==> src/rtl/pwm_peripheral_pkg.sv <==
// Shared constants and combinational helpers for the PWM output stage.
package pwm_peripheral_pkg;

  localparam int PWM_BITS        = 8;
  localparam int CLK_DIV_DEFAULT = 13;
  localparam int NUM_OUT         = 16;

  localparam logic [PWM_BITS-1:0] DUTY_FULL = 8'hFF;
  localparam logic [PWM_BITS-1:0] COUNT_MAX = 8'hFF;

  // Full-scale duty must mean 100% high, not 255/256, so it bypasses the compare.
  function automatic logic pwm_level(input logic [PWM_BITS-1:0] count,
                                     input logic [PWM_BITS-1:0] duty);
    return (count < duty) || (duty == DUTY_FULL);
  endfunction

  function automatic logic [NUM_OUT-1:0] out_mux(input logic [NUM_OUT-1:0] en_out,
                                                 input logic [NUM_OUT-1:0] en_pwm,
                                                 input logic               level);
    return en_out & (~en_pwm | {NUM_OUT{level}});
  endfunction

endpackage

==> src/rtl/pwm_timebase.sv <==
// Prescaler and PWM period counter; flags the period boundary and period start.
module pwm_timebase
  import pwm_peripheral_pkg::*;
#(
  parameter int CLK_DIV = CLK_DIV_DEFAULT
) (
  input  logic                clk_i,
  input  logic                rst_ni,
  output logic [PWM_BITS-1:0] count_o,
  output logic                boundary_o,
  output logic                start_o
);

  localparam logic [7:0] PRESC_LAST = 8'(CLK_DIV - 1);

  logic [7:0]          presc_q, presc_d;
  logic [PWM_BITS-1:0] count_q, count_d;
  logic                tick_s;

  // Next-state for prescaler and counter; the counter wraps 255 -> 0 naturally.
  always_comb begin
    tick_s  = (presc_q == PRESC_LAST);
    presc_d = presc_q + 8'd1;
    count_d = count_q;
    if (tick_s) begin
      presc_d = 8'd0;
      count_d = count_q + 8'd1;
    end else begin
      count_d = count_q;
    end
  end

  // Counter state registers.
  always_ff @(posedge clk_i or negedge rst_ni) begin
    if (!rst_ni) begin
      presc_q <= 8'd0;
      count_q <= 8'd0;
    end else begin
      presc_q <= presc_d;
      count_q <= count_d;
    end
  end

  assign count_o    = count_q;
  assign boundary_o = tick_s && (count_q == COUNT_MAX);
  assign start_o    = (presc_q == 8'd0) && (count_q == 8'd0);

endmodule

==> src/rtl/pwm_peripheral.sv <==
// Drives 16 pins static low, static high or PWM from the SPI control registers.
module pwm_peripheral
  import pwm_peripheral_pkg::*;
#(
  parameter int CLK_DIV = CLK_DIV_DEFAULT
) (
  input  logic               clk,
  input  logic               rst_n,
  input  logic [7:0]         en_reg_out_7_0,
  input  logic [7:0]         en_reg_out_15_8,
  input  logic [7:0]         en_reg_pwm_7_0,
  input  logic [7:0]         en_reg_pwm_15_8,
  input  logic [7:0]         pwm_duty_cycle,
  output logic [NUM_OUT-1:0] out,
  output logic               pwm_period_start
);

  logic [PWM_BITS-1:0] count_s;
  logic                boundary_s;
  logic                start_s;
  logic                level_s;
  logic [NUM_OUT-1:0]  en_out_s;
  logic [NUM_OUT-1:0]  en_pwm_s;

  logic [PWM_BITS-1:0] duty_shadow_q, duty_shadow_d;
  logic [NUM_OUT-1:0]  out_q, out_d;
  logic                period_start_q, period_start_d;

  pwm_timebase #(
    .CLK_DIV(CLK_DIV)
  ) u_timebase (
    .clk_i      (clk),
    .rst_ni     (rst_n),
    .count_o    (count_s),
    .boundary_o (boundary_s),
    .start_o    (start_s)
  );

  assign en_out_s = {en_reg_out_15_8, en_reg_out_7_0};
  assign en_pwm_s = {en_reg_pwm_15_8, en_reg_pwm_7_0};

  // Duty is only sampled at the period boundary so a period never sees a mid-cycle change.
  always_comb begin
    duty_shadow_d = duty_shadow_q;
    if (boundary_s) begin
      duty_shadow_d = pwm_duty_cycle;
    end else begin
      duty_shadow_d = duty_shadow_q;
    end
    level_s        = pwm_level(count_s, duty_shadow_q);
    out_d          = out_mux(en_out_s, en_pwm_s, level_s);
    period_start_d = start_s;
  end

  // Output and shadow registers.
  always_ff @(posedge clk or negedge rst_n) begin
    if (!rst_n) begin
      duty_shadow_q  <= 8'h00;
      out_q          <= 16'h0000;
      period_start_q <= 1'b0;
    end else begin
      duty_shadow_q  <= duty_shadow_d;
      out_q          <= out_d;
      period_start_q <= period_start_d;
    end
  end

  assign out              = out_q;
  assign pwm_period_start = period_start_q;

endmodule

==> config.mk <==
export PLATFORM = sky130hd
export DESIGN_NAME = pwm_peripheral
export DESIGN_NICKNAME = d
export VERILOG_FILES = /design/src/rtl/pwm_peripheral_pkg.sv /design/src/rtl/pwm_timebase.sv /design/src/rtl/pwm_peripheral.sv
export SDC_FILE = /design/constraint.sdc
export NUM_CORES = 1
export LEC_CHECK = 0
export ABC_AREA = 1
export CAP_MARGIN = 10
export CELL_PAD_IN_SITES_DETAIL_PLACEMENT = 1
export CELL_PAD_IN_SITES_GLOBAL_PLACEMENT = 1
export CORE_AREA = 2 2 86 88
export CTS_BUF_LIST = sky130_fd_sc_hd__clkbuf_4
export CTS_CLUSTER_DIAMETER = 30
export DETAILED_ROUTE_END_ITERATION = 16
export DIE_AREA = 0 0 88 90
export PLACE_DENSITY = 0.7
export SYNTH_ARGS = -nofsm -noshare
export SYNTH_HDL_FRONTEND = slang
export SYNTH_SLANG_ARGS = --single-unit
export TNS_END_PERCENT = 30
==> constraint.sdc <==
create_clock -name clk -period 1.46 [get_ports clk]
set_input_delay 0.146 -clock clk [delete_from_list [all_inputs] [get_ports clk]]
set_output_delay 0.146 -clock clk [all_outputs]
set_load 0.02 [all_outputs]
==> flow_summary.toml <==
[worst_setup_path]
cpMaxStageDelayCell = "dfrtp_1"
crit_type = "flip-flop to flip-flop"
crit_path_start_kind = "flip-flop"
rrSetupSlack_ns = -0.10
endpoint_kind = "flip-flop"
critical_path_required_ns = 1.78
crit_path_max_incr_delay_ns = 0.42
r2r_cells = 10
cp.buffers_inverters = 3
crit_chain = "inv_2 -> ha_4 -> a21oi_4 -> nor2_2 -> nor3_2 -> buf_6 -> nand2_8 -> nand3_1 -> nand2_1 -> inv_1"
crit_arrival_ns = 1.88
worst-path-max-fanout = 8
r2r_end = "out[11]"
r2r-start = "duty_shadow_q[5]"
crit_family = "flip-flops"

[placed_design]
pre_cts_ws_ns = -0.230
routabilityCongestion = 0.814
port_buffers = 58
hpwl_um = 4120

[routing]
wl_met3_um = 440
detail_route.wirelength.met1_um = 2090
vias_per_cell = 4.34
route.met2.wl_um = 3210
drtPass1Iterations = 4
vias = 1850
ant_nets = 0
top_layer = "met4"
drt-wirelength-per-cell_um = 13.7
drcViolationCount = 0
first_iter_violations = 29
drt_wl_total_um = 5820

[logic_synthesis]
synth_flop_cell = "dfrtp_1"
seq_area_frac_synth = 0.501
ys_ff_latch = 41
synth-edff-count = 0
syn_inst = 230
ys_types = 27
async_reset_ff_frac = 1.00
syn_nets = 283
synth_area_per_cell_um2 = 8.90
yosysWarningCount = 0
netlist_area_mm2 = 0.00205

[sta]
clock_skew_ns = 0.0142
layout_min_cycle_time_ns = 1.56
fin_crit_sh = 1.07
grt_setup_unrepaired = "yes"
fin_ws_ns = -0.103
hold_violations = 0
relSlewSlack = 0.761
slew_violations = 0
setup_viol = 16
fmax_mhz = 640
worst_slew_pin_slew_ns = 0.355
hold_ws_ns = 0.250

[run]
drv_cap = 0

[global_routing]
antenna_found_initial = 0
grt_max_degree = 42
grt_overflow = 0
grt_use_total = 0.158
grt_pass1_vias = 2024
grt_first_pass_wirelength_um = 9600

[clock_tree]
cts_root_buffer = "clkbuf_4"
cts_tree = "yes"
cts_max_level = 2
ctsLongestPathBuffers = 2
clkTransAtPathRegs_ns = 0.14
cts_buffers = 5
worstSkewPairLatency_ns = 0.37
cts_sinks = 41

[cells_and_area]
drive_above_1_share = 0.281
areaGrowthSynthToFinish_pct = 59.2
nets = 379
diodes = 0

[power]
pwr-share-seq = 0.534
ir_worst_vdd_uv = 379
p_switching_mw = 0.525
pwr-share-clk = 0.362
switching_share = 0.241
combPwrFrac = 0.103
leakage_nw = 1.63
p_int_mw = 1.65
powerDensity_mw_per_mm2 = 668

[floorplanning]
design.die.area_mm2 = 0.00792
coreArea_mm2 = 0.00702
die_x_um = 88
start_util = 0.292
row_count = 31
pin_count = 59
die_h_um = 90

[outcome]
violations = "setup timing"
status = "complete, but fails checks"

[worst_hold_path]
hp-class = "input pin to async pin"
==> sequential cells by signal (all words and copies together) (netlist names) <==
signal,flops
duty_shadow_q,8
u_timebase.presc_q,8
out,16
pwm_period_start,1
u_timebase.count_o,8
==> repair_timing <==
| item | in CTS | in global routing |
|---|---|---|
| hold buffers | 1 | 0 |
| setup endpoints to repair | 47 | 30 |
| setup buffers | 3 | 3 |
| gates cloned | 1 | 0 |
| hold endpoints to repair | 41 | 0 |
| pin swaps | 17 | 11 |
| gates resized for setup | 50 | 11 |
==> cell families (layout without fill, tap and decap cells) <==
group                    count (synthesis)  after routing  share of synthesized area
AO/OA/AOI/OAI                           11             11                     0.0281
XOR/XNOR                                 9              9                     0.0385
adder cells (fa/ha/maj)                 11             11                     0.0672
buffers and inverters                   48            144                     0.0978
flip-flops                              41             41                      0.501
AND/OR/NAND/NOR                        110            111                      0.267
==> worst reg2reg max path, stage by stage, from the launching register on <==
cell and delay [ns]:
dfrtp_1 0.42, inv_2 0.09, ha_4 0.22, a21oi_4 0.16
nor2_2 0.06, nor3_2 0.12, buf_6 0.17, nand2_8 0.09
nand3_1 0.08, nand2_1 0.05, inv_1 0.05
==> synth_stat cells (2+ instances only) <==
| cell type | count | area [um^2] |
|---|---|---|
| nand2_1 | 58 | 218 |
| dfrtp_1 | 41 | 1030 |
| inv_1 | 41 | 154 |
| nand3_1 | 25 | 125 |
| ha_1 | 11 | 138 |
| xor2_1 | 9 | 78.8 |
| nor2_1 | 7 | 26.3 |
| o21ai_0 | 5 | 25.0 |
| a21oi_1 | 4 | 20.0 |
| inv_2 | 3 | 11.3 |
| nand2_2 | 3 | 18.8 |
| nor3_1 | 3 | 15.0 |
| nor3_2 | 3 | 30.0 |
| buf_6 | 2 | 22.5 |
| nand4_1 | 2 | 12.5 |
| or2_2 | 2 | 12.5 |
==> power by group through the flow <==
stage / sequential, mW / combinational (mW) / clock [mW]
2_1_floorplan: 1.22 / 0.0166 / 0
3_3_place_gp: 1.18 / 0.235 / 0
3_5_place_dp: 1.19 / 0.240 / 0
4_1_cts: 1.16 / 0.228 / 0.818
5_1_grt: 1.17 / 0.245 / 0.856
6_report: 1.16 / 0.225 / 0.788
==> cell usage in the layout (no fill, tap or decap), drive strengths merged, types with 5 or more instances in the layout <==
master / netlist / routed
clkdlybuf4s50: 0 / 40
nand2: 62 / 63
xor2: 9 / 9
ha: 11 / 11
clkbuf: 0 / 5
o21ai: 6 / 6
nand3: 26 / 26
dfrtp: 41 / 41
inv: 44 / 44
nor3: 6 / 6
buf: 4 / 34
nor2: 8 / 8
dlygate4sd2: 0 / 17
==> stage by stage <==
| stage | total power [mW] | instances | cell area, um^2 | util | TNS [ns] |
|---|---|---|---|---|---|
| 2_1_floorplan | 1.23 | 230 | 2050 | - | -0.572 |
| 3_3_place_gp | 1.42 | 410 | 2930 | 0.417 | -2.21 |
| 3_5_place_dp | 1.43 | 410 | 2930 | 0.417 | -3.85 |
| 4_1_cts | 2.21 | 423 | 3190 | 0.455 | -0.581 |
| 5_1_grt | 2.27 | 426 | 3260 | 0.464 | -3.07 |
| 6_report | 2.18 | 426 | 3260 | 0.464 | -1.38 |
==> routing by layer <==
layer / global-route usage / vias to the layer above
li1: - / 904
met4: 0.0436 / 0
met2: 0.296 / 51
met5: 0 / -
met3: 0.0597 / 8
met1: 0.159 / 887
==> worst max-delay path by stage <==
stage / endpoint / depth (start not counted) / from
6_report: out[11] / 10 / duty_shadow_q[5]
5_1_grt: out[13] / 10 / u_timebase.count_o[1]
4_1_cts: out[1] / 10 / duty_shadow_q[5]
3_5_place_dp: out[7] / 9 / duty_shadow_q[5]
3_3_place_gp: out[13] / 9 / duty_shadow_q[5]
2_1_floorplan: out[10] / 9 / u_timebase.count_o[5]
==> layout make-up <==
class	count	area [um^2]
Clock inverter	3	46.3
Clock buffer	5	37.5
Sequential cell	41	1030
Inverter	44	165
Tap cell	99	124
Timing Repair Buffer	92	836
Fill cell	803	3760
Multi-Input combinational cell	142	1020
(Power assumes the default switching activity.)
